**config.mk**
```make
export PLATFORM = sky130hd
export DESIGN_NAME = spi_frame_regfile
export DESIGN_NICKNAME = d
export VERILOG_FILES = /design/src/rtl/spi_regfile_pkg.sv /design/src/rtl/spi_edge_sync.sv /design/src/rtl/spi_frame_regfile.sv
export SDC_FILE = /design/constraint.sdc
export NUM_CORES = 1
export LEC_CHECK = 0
export BUFFER_PORTS_ARGS = -buffer_cell sky130_fd_sc_hd__buf_2
export CAP_MARGIN = 5
export CORE_ASPECT_RATIO = 1.4
export CORE_MARGIN = 3
export CORE_UTILIZATION = 40
export DETAILED_ROUTE_END_ITERATION = 10
export HOLD_SLACK_MARGIN = 0.03
export PLACE_DENSITY = 0.6
export SLEW_MARGIN = 20
export SYNTH_ARGS = -nofsm -noshare
export SYNTH_HDL_FRONTEND = slang
export SYNTH_HIERARCHICAL = 1
export SYNTH_SLANG_ARGS = --single-unit
```
**constraint.sdc**
```tcl
create_clock -name clk -period 11.5 [get_ports clk]
set_input_delay 0.575 -clock clk [delete_from_list [all_inputs] [get_ports clk]]
set_output_delay 0.575 -clock clk [all_outputs]
set_load 0.005 [all_outputs]
```
**src/rtl/spi_regfile_pkg.sv**
```systemverilog
// Shared definitions for the SPI frame-synchronised register file: FSM encoding
// and command-byte field layout.
package spi_regfile_pkg;

    typedef enum logic [1:0] {
        IDLE = 2'd0,
        CMD  = 2'd1,
        DATA = 2'd2,
        DONE = 2'd3
    } state_t;

    localparam int CMD_WRITE_BIT = 7;
    localparam int CMD_ADDR_W    = 7;

endpackage

```
**src/rtl/spi_edge_sync.sv**
```systemverilog
// Brings the asynchronous SPI pins into the clk domain (2-flop synchronisers)
// and derives single-cycle sclk rise/fall and ss_n fall strobes.
module spi_edge_sync (
    input  logic clk,
    input  logic rst_n,
    input  logic sclk,
    input  logic ss_n,
    input  logic mosi,
    output logic sclk_rise,
    output logic sclk_fall,
    output logic ss_n_s,
    output logic ss_fall,
    output logic mosi_s
);

    logic sclk_p0, sclk_p1, sclk_p2;
    logic ss_p0, ss_p1, ss_p2;
    logic mosi_p0, mosi_p1;

    always_ff @(posedge clk) begin
        if (!rst_n) begin
            sclk_p0 <= 1'b0;
            sclk_p1 <= 1'b0;
            sclk_p2 <= 1'b0;
            ss_p0   <= 1'b1;
            ss_p1   <= 1'b1;
            ss_p2   <= 1'b1;
            mosi_p0 <= 1'b0;
            mosi_p1 <= 1'b0;
        end else begin
            // p0/p1 are the synchroniser pair; p2 only serves edge detection
            sclk_p0 <= sclk;
            sclk_p1 <= sclk_p0;
            sclk_p2 <= sclk_p1;
            ss_p0   <= ss_n;
            ss_p1   <= ss_p0;
            ss_p2   <= ss_p1;
            mosi_p0 <= mosi;
            mosi_p1 <= mosi_p0;
        end
    end

    assign sclk_rise = sclk_p1 & ~sclk_p2;
    assign sclk_fall = ~sclk_p1 & sclk_p2;
    assign ss_n_s    = ss_p1;
    assign ss_fall   = ~ss_p1 & ss_p2;
    assign mosi_s    = mosi_p1;

endmodule

```
**src/rtl/spi_frame_regfile.sv**
```systemverilog
// SPI mode-0 slave register file; writes land in shadows and go live on frame_sync.
// Optional macro REGFILE_AUTOINC_EN enables burst access with address auto-increment.
module spi_frame_regfile
    import spi_regfile_pkg::*;
#(
    parameter int               NUM_REGS   = 4,
    parameter int               REG_W      = 32,
    parameter logic [REG_W-1:0] RST_VALUE0 = 32'h80FC_0000
) (
    input  logic                      clk,
    input  logic                      rst_n,
    input  logic                      sclk,
    input  logic                      ss_n,
    input  logic                      mosi,
    output logic                      miso,
    output logic                      miso_oe,
    input  logic                      frame_sync,
    output logic [NUM_REGS*REG_W-1:0] regs_flat,
    output logic                      commit_pulse,
    output logic [7:0]                last_byte
);

    localparam int CNT_W = $clog2(REG_W);
    localparam int IDX_W = (NUM_REGS > 1) ? $clog2(NUM_REGS) : 1;

    logic sclk_rise, sclk_fall, ss_n_s, ss_fall, mosi_s;

    spi_edge_sync u_sync (
        .clk       (clk),
        .rst_n     (rst_n),
        .sclk      (sclk),
        .ss_n      (ss_n),
        .mosi      (mosi),
        .sclk_rise (sclk_rise),
        .sclk_fall (sclk_fall),
        .ss_n_s    (ss_n_s),
        .ss_fall   (ss_fall),
        .mosi_s    (mosi_s)
    );

    state_t                 state, state_next;
    logic [CNT_W-1:0]       bit_cnt;
    logic [REG_W-1:0]       shift_in, shift_out, shift_in_next, rd_word;
    logic [CMD_ADDR_W-1:0]  addr;
    logic                   cmd_wr, word_done, sample, cmd_last, data_last, addr_ok;
    logic [NUM_REGS-1:0]    pending, wr_sel;
    logic [REG_W-1:0]       shadow [NUM_REGS];
    logic [REG_W-1:0]       active [NUM_REGS];

    assign sample        = sclk_rise && !ss_n_s && (state == CMD || state == DATA);
    assign cmd_last      = sample && state == CMD  && bit_cnt == CNT_W'(7);
    assign data_last     = sample && state == DATA && bit_cnt == CNT_W'(REG_W - 1);
    assign shift_in_next = {shift_in[REG_W-2:0], mosi_s};
    assign addr_ok       = 32'(addr) < NUM_REGS;
    assign rd_word       = addr_ok ? active[addr[IDX_W-1:0]] : '0;
    // Out-of-range addresses shift the one-hot select out entirely, dropping the write
    assign wr_sel        = (word_done && cmd_wr) ? (NUM_REGS'(1) << addr) : '0;

    always_ff @(posedge clk) begin
        if (!rst_n) state <= IDLE;
        else        state <= state_next;
    end

    always_comb begin
        state_next = state;
        case (state)
            IDLE: if (ss_fall) state_next = CMD;
            CMD:  if (cmd_last) state_next = DATA;
`ifdef REGFILE_AUTOINC_EN
            DATA: state_next = DATA;
`else
            DATA: if (data_last) state_next = DONE;
`endif
            DONE: state_next = DONE;
            default: state_next = IDLE;
        endcase
        if (ss_n_s) state_next = IDLE;
    end

    // Serial datapath: shift-in on sclk rise, shift-out on sclk fall
    always_ff @(posedge clk) begin
        if (!rst_n) begin
            bit_cnt   <= '0;
            shift_in  <= '0;
            shift_out <= '0;
            addr      <= '0;
            cmd_wr    <= 1'b0;
            word_done <= 1'b0;
            last_byte <= '0;
        end else begin
            word_done <= data_last;
            if (state == IDLE && ss_fall) bit_cnt <= '0;
            if (sample) begin
                shift_in <= shift_in_next;
                bit_cnt  <= (cmd_last || data_last) ? '0 : bit_cnt + 1'b1;
                if (bit_cnt[2:0] == 3'd7) last_byte <= shift_in_next[7:0];
            end
            if (cmd_last) begin
                addr   <= shift_in_next[CMD_ADDR_W-1:0];
                cmd_wr <= shift_in_next[CMD_WRITE_BIT];
            end
`ifdef REGFILE_AUTOINC_EN
            if (word_done) addr <= (32'(addr) >= NUM_REGS - 1) ? '0 : addr + 1'b1;
`endif
            // bit_cnt == 0 on a fall in DATA marks the start of a word: reload
            if (state == DATA && sclk_fall && !ss_n_s)
                shift_out <= (bit_cnt == '0) ? rd_word : {shift_out[REG_W-2:0], 1'b0};
        end
    end

    // Shadow/active register bank with frame-synchronised commit
    always_ff @(posedge clk) begin
        if (!rst_n) begin
            for (int i = 0; i < NUM_REGS; i++) begin
                shadow[i] <= (i == 0) ? RST_VALUE0 : '0;
                active[i] <= (i == 0) ? RST_VALUE0 : '0;
            end
            pending      <= '0;
            commit_pulse <= 1'b0;
        end else begin
            commit_pulse <= frame_sync && (|pending);
            for (int i = 0; i < NUM_REGS; i++) begin
                if (frame_sync && pending[i]) active[i] <= shadow[i];
                if (wr_sel[i]) begin
                    shadow[i]  <= shift_in;
                    pending[i] <= 1'b1;
                end else if (frame_sync) begin
                    pending[i] <= 1'b0;
                end
            end
        end
    end

    for (genvar g = 0; g < NUM_REGS; g++) begin : g_flat
        assign regs_flat[g*REG_W +: REG_W] = active[g];
    end

    assign miso    = ((state == DATA || state == DONE) && !ss_n_s) ? shift_out[REG_W-1] : 1'b0;
    assign miso_oe = ~ss_n_s;

endmodule

```
== Yosys cells after proc, flatten, opt, wreduce, memory -nomap -nowiden ==
Memory sizes are Yosys's and may differ from the RTL's. A register that Yosys moved wholly into a read port is not among the register bits.
Cells that the tools add are included.
Cells by class
  $add $sub $neg: 1
  magnitude comparators: 1
  equal/unequal tests: 9
  shifts and indexed selects: 1
  multiplexer cells: 51
  bitwise logic cells: 15
  reduce and logical (&&, ||, !) cells: 31
Operators by type and width (number)
  $mux 32: 10
  $mux 1: 31
  $logic_and 1x1->1: 16
  $mux 5: 3
  $mux 2: 5
  $reduce_bool 2->1: 5
  $or 1x1->1: 8
  $pmux 2 s4: 1
  $lt 7x3->1 const B: 1
  $shl 1x7->4 const A: 1
  $ne 2x2->1 const B: 3
  $add 5x1->5 const B: 1
  $eq 5x3->1 const B: 1
  $eq 5x5->1 const B: 1
  $logic_not 5->1: 1
  $eq 2x2->1 const B: 2
  $mux 4: 1
  $not 1->1: 4
  $reduce_or 4->1: 1
  $and 1x1->1: 3
  $eq 3x3->1 const B: 1
  $logic_or 1x1->1: 3
  $reduce_and 3->1: 1
  $eq 2x1->1 const B: 1
  other kinds (4): 4
Storage, ports and cells
  bits in registers: 101
  RAM bits: 256
  input bits: 6
  word-level logic and storage cells: 132
  memories kept: 2
Memory list
  active: depth 4, width 32, rd ports 5, clocked after memory_dff 1, write ports 4, RTL line spi_frame_regfile.sv:48  | logic [REG_W-1:0] active [NUM_REGS];
  shadow: depth 4, width 32, rd ports 4, clocked after memory_dff 0, write ports 4, RTL line spi_frame_regfile.sv:47  | logic [REG_W-1:0] shadow [NUM_REGS];

== Logic depth before layout (Yosys ltp) ==
Gate-level depths: netlist (run 1).
  depth after elaboration: 9
  depth in mapped cells: 8
  depth with buffers taken out: 7

== Hierarchy ==
The synthesis (run 1) kept the hierarchy.
Modules (own cells, without submodules)
  spi_frame_regfile: times used 1, cells each 1026, area an instance 14094.8 um^2, seq. area each 9589.2 um^2
  spi_edge_sync: times used 1, cells each 19, area an instance 229.0 um^2, seq. area each 160.2 um^2

== Worst setup path after synthesis (run 1) ==
No wires, ideal clock.
  path kind: register to register
  start point: register addr[3]
  end point: memory shadow[0][0] (enable)
  library setup time: 0.470 ns
  data arrival time: 3.245 ns
  setup slack: 7.785 ns
  cell stages (with the launch flop): 4
  path buffers: 0
  period minus slack after synthesis: 3.715 ns
  path through: dfxtp_1 nor4_2 nand4b_1 o31ai_1
RTL lines
  start, declared: RTL line spi_frame_regfile.sv:44  | logic [CMD_ADDR_W-1:0] addr;
  start signal, assigned: RTL line spi_frame_regfile.sv:99  | addr <= shift_in_next[CMD_ADDR_W-1:0];
  end, declared: RTL line spi_frame_regfile.sv:47

==> flow_summary.yaml, run 1 <==
route:
  vias_per_cell: 5.07
  drt_iter0_drc: 675
  remaining_drc_errors: 0
  wl_per_cell_um: 20.4
  firstDrtPassIters: 5
  antenna_left: 0
  via_count: 8427
  postRouteWirelength_um: 33800
clock_network:
  clk_pin_slew_worst_paths_ps: 60
  clock_latency_ps: 520
  cts-hold-fix-buffers: 0
  cts_resized: 0
  htreeDepth: 2
  clkSinkCount: 359
  numCtsBuffers: 34
  cts-root-buf: "clkbuf_16"
  cts.path.max_buffers: 3
  post-cts-setup-buffers: 0
  cts_tree: "yes"
pwr:
  peakVddDrop_mv: 0.0851
  p_sw_mw: 0.515
  p_leak_nw: 6.34
  clockPowerShare_pct: 41.1
  power.density_nw_per_um2: 153
  p_comb_share_pct: 2.5
  switching_share_pct: 20.4
  internal_power_mw: 2.01
  p_seq_share_pct: 56.5
setup_path:
  r2r_start: "addr[3]"
  r2r_end: "shadow[2][24]"
  crit_path_end_kind: "register"
  slowest_stage: "o21ai_4"
  rr_worst_depth: 4
  critical_path_buf_inv_count: 1
  critical_path_class: "register to register"
  start_kind: "register"
  cp.depth: 4
  worstPathCellList: "nor4_2, nand4b_1, o21ai_4, buf_4"
  crit_arrival_ps: 2880
  rrSetupSlack_ps: 8800
  critical-path-top-delay-family: "simple AND/OR/NAND/NOR gates"
  max_stage_delay_ps: 710
  setup.worst_path.start: "addr[3]"
  crit_fanout: 18
  critPathRequiredTime_ps: 11680
cells_and_area:
  multiInputGateArea_sq_um: 4330
  insertedDiodeCount: 0
  finalNetCount: 1195
  final_cell_area_sq_um: 16600
  regArea_sq_um: 9750
  drive_above_1_share_pct: 23.1
  nFillCells: 3115
  area_delta_synth_final_pct: 15.7
  fin_util_pct: 47.1
sta:
  rsz0062_at_grt: "false"
  timing.fmax_mhz: 370
  max_slew_margin_pct: 30.2
  tightest_slew_ps: 1050
  setup_tns_ps: 0
  setup_viol: 0
  skew_ps: 22.3
  finalHoldViolations: 0
  period_minus_slack_ps: 2700
  worst_hold_slack_ps: 241
  report.final.slew_viol_count: 0
  fin_crit_sh_pct: 23.5
global_route:
  busiest_layer: "met2"
  grt_pass1_wl_um: 51700
  first_global_vias: 8612
  antenna_found_initial: 2
  use_met2_pct: 32.7
  grt.met1_usage_pct: 19.9
  grt_max_degree: 57
  grtUsageTotal_pct: 17.6
  overflow: 0
  global_route.usage.met3_pct: 3.59
yosys:
  synthDistinctLibCells: 46
  synth_xor_area_share_pct: 0
  synth_top_family_by_area: "simple AND/OR/NAND/NOR gates"
  yosysWarnings: 6
  synth-simple-area-share_pct: 17.2
  synthMuxAreaShare_pct: 5.66
  ys_async_sr_fraction_pct: 0
  syn_inst: 1045
  syn-num-nets: 1060
  synth_compound_area_share_pct: 6.17
  synth_seq_cells: 359
  synth_adder_area_share_pct: 0.786
  synth.avg_cell_area_sq_um: 13.7
  syn_area_sq_um: 14300
  synth_edf_count: 256
  ys.flop_type: "edfxtp_1"
  seq_area_frac_synth_pct: 68.1
min_path:
  hold_path_end: "u_sync/ss_p0"
  hold_path_depth: 2
  hp-class: "primary input to register"
  worstHoldStart: "ss_n"
floorplan:
  pin_count: 145
  die_y_um: 230
  core_area_sq_um: 35200
  initial_core_util_pct: 40.7
  dieArea_sq_um: 38100
  fp.dieW_um: 166
  row_count: 81
placement:
  gp_congestion: 0.801
  dpl.hpwl_um: 21900
  io_buffers: 144
  postPlaceCellArea_sq_um: 15500
run:
  drv_cap: 0
outcome:
  outcome: "finished, final reports clean"
-- cell type report --
| cell class | count | area share [%] |
|---|---|---|
| Sequential cell | 359 | 58.8 |
| Multi-Input combinational cell | 615 | 26.1 |
| Tap cell | 456 | 3.44 |
| Timing Repair Buffer | 163 | 5.28 |
| Inverter | 7 | 0.159 |
| Clock inverter | 12 | 0.400 |
| Clock buffer | 49 | 5.75 |
-- cell families (layout without fill, tap and decap cells) --
family / Yosys count / count (layout)
AO/OA/AOI/OAI: 124 / 124
adder cells (fa/ha/maj): 9 / 9
buffers and inverters: 71 / 231
flip-flops: 359 / 359
multiplexers: 41 / 41
AND/OR/NAND/NOR: 441 / 441
-- cells in the mapped netlist, types with 15 or more instances --
library cell  number  area [sq um]
mux4_2            32           721
and2_1           249          1560
nand2_1           95           357
a221oi_1          17           149
a21oi_1           41           205
nand2b_1          19           119
o21ai_0           34           170
dfxtp_1          103          2060
edfxtp_1         256          7690
a221oi_2          15           225
clkbuf_1          47           176
nor2_1            47           176
-- routing by layer --
| metal | up-vias | share of wire (%) |
|---|---|---|
| li1 | 3980 | - |
| met1 | 4166 | 38 |
| met2 | 221 | 54 |
| met3 | 60 | 5.3 |
| met4 | 0 | 3.2 |
| met5 | - | 0 |
-- worst register-to-register path: stages (launching register included) --
cell and delay (ps):
dfxtp_1 320, nor4_2 400, nand4b_1 480, o21ai_4 710, buf_4 440
-- worst max path at each step --
stage | end | slack [ps]
after detailed placement | shadow[0][21] | 8300
after global placement | shadow[0][23] | 8390
final | shadow[2][24] | 8800
after floorplan | shadow[0][0] | 7780
after CTS | shift_out[20] | 8530
after global routing | shadow[3][25] | 8660
-- cells in the final DEF, fill, tap and decap left out, drive strengths merged, types with 2 or more instances in the layout --
cell	synthesis	routed
a21boi	2	2
a21o	4	4
a21oi	42	42
a221oi	32	32
a22oi	3	3
and2	249	249
and3	7	7
buf	15	163
clkbuf	49	49
clkinv	0	10
dfxtp	103	103
edfxtp	256	256
ha	9	9
inv	7	8
mux2i	9	9
mux4	32	32
nand2	95	95
nand2b	19	19
nand3	6	6
nor2	50	50
nor2b	4	4
nor3	2	2
nor4	2	2
o21ai	34	34
-- power by group through the flow --
stage | registers [mW] | logic [mW] | clock network [mW]
after CTS | 1.43 | 0.0645 | 1.07
after floorplan | 1.45 | 0.0265 | 0
final | 1.43 | 0.0621 | 1.04
after global routing | 1.43 | 0.0680 | 1.12
after global placement | 1.46 | 0.0642 | 0
after detailed placement | 1.46 | 0.0645 | 0
-- stage by stage --
stage          std cells  setup WS (ps)  power (mW)
4_1_cts             1659           8530        2.56
3_3_place_gp        1598           8390        1.52
6_report            1661           8800        2.53
5_1_grt             1661           8660        2.62
2_1_floorplan       1045           7780        1.48
3_5_place_dp        1598           8300        1.52
-- flip-flops by register name, indices dropped and copies added (netlist names), 4 cells and up, named ones only --
register,cells
active,128
shadow,128
shift_in,32
shift_out,32
last_byte,8
addr,7
bit_cnt,5
pending,4
No activity file was read; power rests on OpenSTA's default activity.
==> run 2, diff against run 1 <==
- ABC_AREA: unset -> 1
- clock period: 11.5 -> 2.55 ns (I/O delays scaled with it)
==> run 2 against run 1 <==
Clock power grew to 4.7 times the previous value. Core utilization up 0.55 points. Final cell count increased by 23%. Combinational power rose to 6.1 times the previous value. Worst hold slack improved by 96 ps.
==> flow_summary.yaml, run 2 <==
outcome:
  outcome: "finished, final reports clean"
placement:
  dpl.hpwl_um: 24000
  io_buffers: 144
  gp_congestion: 0.863
  dp.cells: 1977
yosys:
  seq_area_frac_synth_pct: 67.8
  synth_top_area_share_pct: 53.4
  synth_adder_area_share_pct: 0.783
  synthDistinctLibCells: 30
  syn-num-nets: 1433
  synth_common_cells: "357 x nor2_1, 256 x edfxtp_1, 180 x inv_1"
  ys_async_sr_fraction_pct: 0
  yosysWarnings: 6
  synthTopCellsByArea: "edfxtp_1 53%, dfxtp_1 14%, nor2_1 9.3%"
  synth_xor_area_share_pct: 0
  syn_inst: 1418
  syn_area_sq_um: 14400
  synth_compound_area_share_pct: 10.2
  synth_edf_count: 256
  yosysTopAreaCell: "edfxtp_1"
  synth_seq_cells: 359
  ys.flop_type: "edfxtp_1"
  yosysMostFrequentCell: "nor2_1"
  synth_top_family_by_area: "simple AND/OR/NAND/NOR gates"
  synth.avg_cell_area_sq_um: 10.1
  synthMuxAreaShare_pct: 0
  synth-simple-area-share_pct: 13.8
floorplan:
  dieArea_sq_um: 38300
  initial_core_util_pct: 40.9
  pin_count: 145
  fp.dieW_um: 166
  die_y_um: 230
  row_count: 81
  core_area_sq_um: 35200
cells_and_area:
  drive_above_1_share_pct: 16.3
  stdcell_count: 2044
  mostFrequentLayoutCells: "357 x nor2_1, 256 x edfxtp_1, 180 x inv_1, 144 x buf_2, 118 x a21oi_1"
  layout_commonest_cell: "nor2_1"
  top_regs: "active x128, shadow x128"
  finalNetCount: 1578
  insertedDiodeCount: 0
  area_delta_synth_final_pct: 16.5
route:
  met2_length_um: 19000
  vias_per_cell: 4.96
  wl_met3_um: 1970
  postRouteWirelength_um: 36400
  drt_iter0_drc: 662
  via_count: 10135
  top_layer: "met4"
  wl_met1_um: 14100
  firstDrtPassIters: 5
  antenna_left: 0
  remaining_drc_errors: 0
  wl_per_cell_um: 17.8
sta:
  tightest_slew_ps: 591
  skew_ps: 23.4
  timing.fmax_mhz: 497
  setup_tns_ps: 0
  period_minus_slack_ps: 2010
  report.final.slew_viol_count: 0
  finalHoldViolations: 0
  fin_crit_sh_pct: 78.9
  setup_viol: 0
  worst_hold_slack_ps: 337
  rsz0062_at_grt: "false"
  max_slew_margin_pct: 60.5
run:
  drv_cap: 0
clock_network:
  cts_tree: "yes"
  cts_resized: 0
  clkSinkCount: 359
  cts.path.max_buffers: 3
  clock_latency_ps: 520
  cts-root-buf: "clkbuf_16"
  numCtsBuffers: 35
  clk_pin_slew_worst_paths_ps: 60
  htreeDepth: 2
global_route:
  grt_max_degree: 58
  overflow: 0
  first_global_vias: 9840
  grt_pass1_wl_um: 55200
  grtUsageTotal_pct: 18.4
  antenna_found_initial: 0
min_path:
  hp-class: "primary input to register"
pwr:
  p_comb_share_pct: 3.2
  clockPowerShare_pct: 41.5
  peakVddDrop_mv: 0.358
  p_sw_mw: 2.48
  internal_power_mw: 9.31
  power.density_nw_per_um2: 703
  p_seq_share_pct: 55.3
  switching_share_pct: 21.0
  p_leak_nw: 6.73
setup_path:
  crit_arrival_ps: 2430
  crit_fanout: 13
  critPathRequiredTime_ps: 2970
  crit_path_end_kind: "register"
  critical_path_class: "register to register"
  start_kind: "register"
[run 2: cell types whose count changed after synthesis, sizes merged, moves of 9 or more]
cell,before,now
a21oi,42,118
a221oi,32,0
and2,249,0
buf,15,45
clkbuf,49,32
inv,7,188
mux2i,9,0
mux4,32,0
nand2b,19,0
nand3,6,27
nor2,50,360
o21ai,34,171
[run 2: per-layer routing]
layer  global-route usage [%]  vias up
met2                     34.4      307
met3                     3.29       80
met4                     6.78        0
met5                        0        -
met1                     21.1     4823
li1                         -     4925
[run 2: worst max-delay path, cell delays in order (launching register included)]
cell     delay, ps
dfxtp_1        410
inv_1           90
ha_1           320
nand3_2        110
inv_2          170
nand2_1        310
inv_2          250
o21ai_0        100
a21oi_1        160
[run 2: layout make-up]
cell class | instances | area, sq um
Fill cell | 3237 | 18400
Sequential cell | 359 | 9750
Multi-Input combinational cell | 794 | 3580
Timing Repair Buffer | 185 | 1080
Clock buffer | 46 | 957
Inverter | 188 | 706
Tap cell | 456 | 571
Clock inverter | 16 | 118
[run 2: worst paths after layout]
kind                 from            end  slack, ps  cells after the start
max              state[0]       register        540                      8
min                  ss_n   u_sync/ss_p0        340                      4
min reg2reg  u_sync/ss_p0  u_sync/ss_n_s        410                      2
max reg2reg      state[0]       register        540                      8
[run 2: what timing repair did]
| item | 4_1_cts | 5_1_grt |
|---|---|---|
| setup buffers | 0 | 0 |
| endpoints found under the hold margin | 11 | 0 |
| hold buffers | 5 | 0 |
[run 2: kinds of logic (layout without fill, tap and decap cells)]
kind of cell / Yosys count / in the layout
adders and majority gates: 9 / 9
buffers and inverters: 265 / 435
and+or+nand+nor: 494 / 494
DFF: 359 / 359
AOI/OAI and AO/OA: 291 / 291
[run 2: power groups by stage]
stage / clock, mW / sequential [mW] / combinational [mW]
finish: 4.89 / 6.52 / 0.376
global route: 5.18 / 6.54 / 0.417
CTS: 4.98 / 6.52 / 0.382
detailed placement: 0 / 6.65 / 0.374
global placement: 0 / 6.64 / 0.371
floorplan: 0 / 6.63 / 0.163
[run 2: stage by stage]
step	setup slack [ps]	instance area [sq um]	util, %	power [mW]
after floorplan	289	14400	-	6.79
after global placement	679	15600	44.5	7.01
after detailed placement	559	15600	44.5	7.02
after CTS	538	16800	47.7	11.9
after global routing	326	16800	47.7	12.1
final	538	16800	47.7	11.8
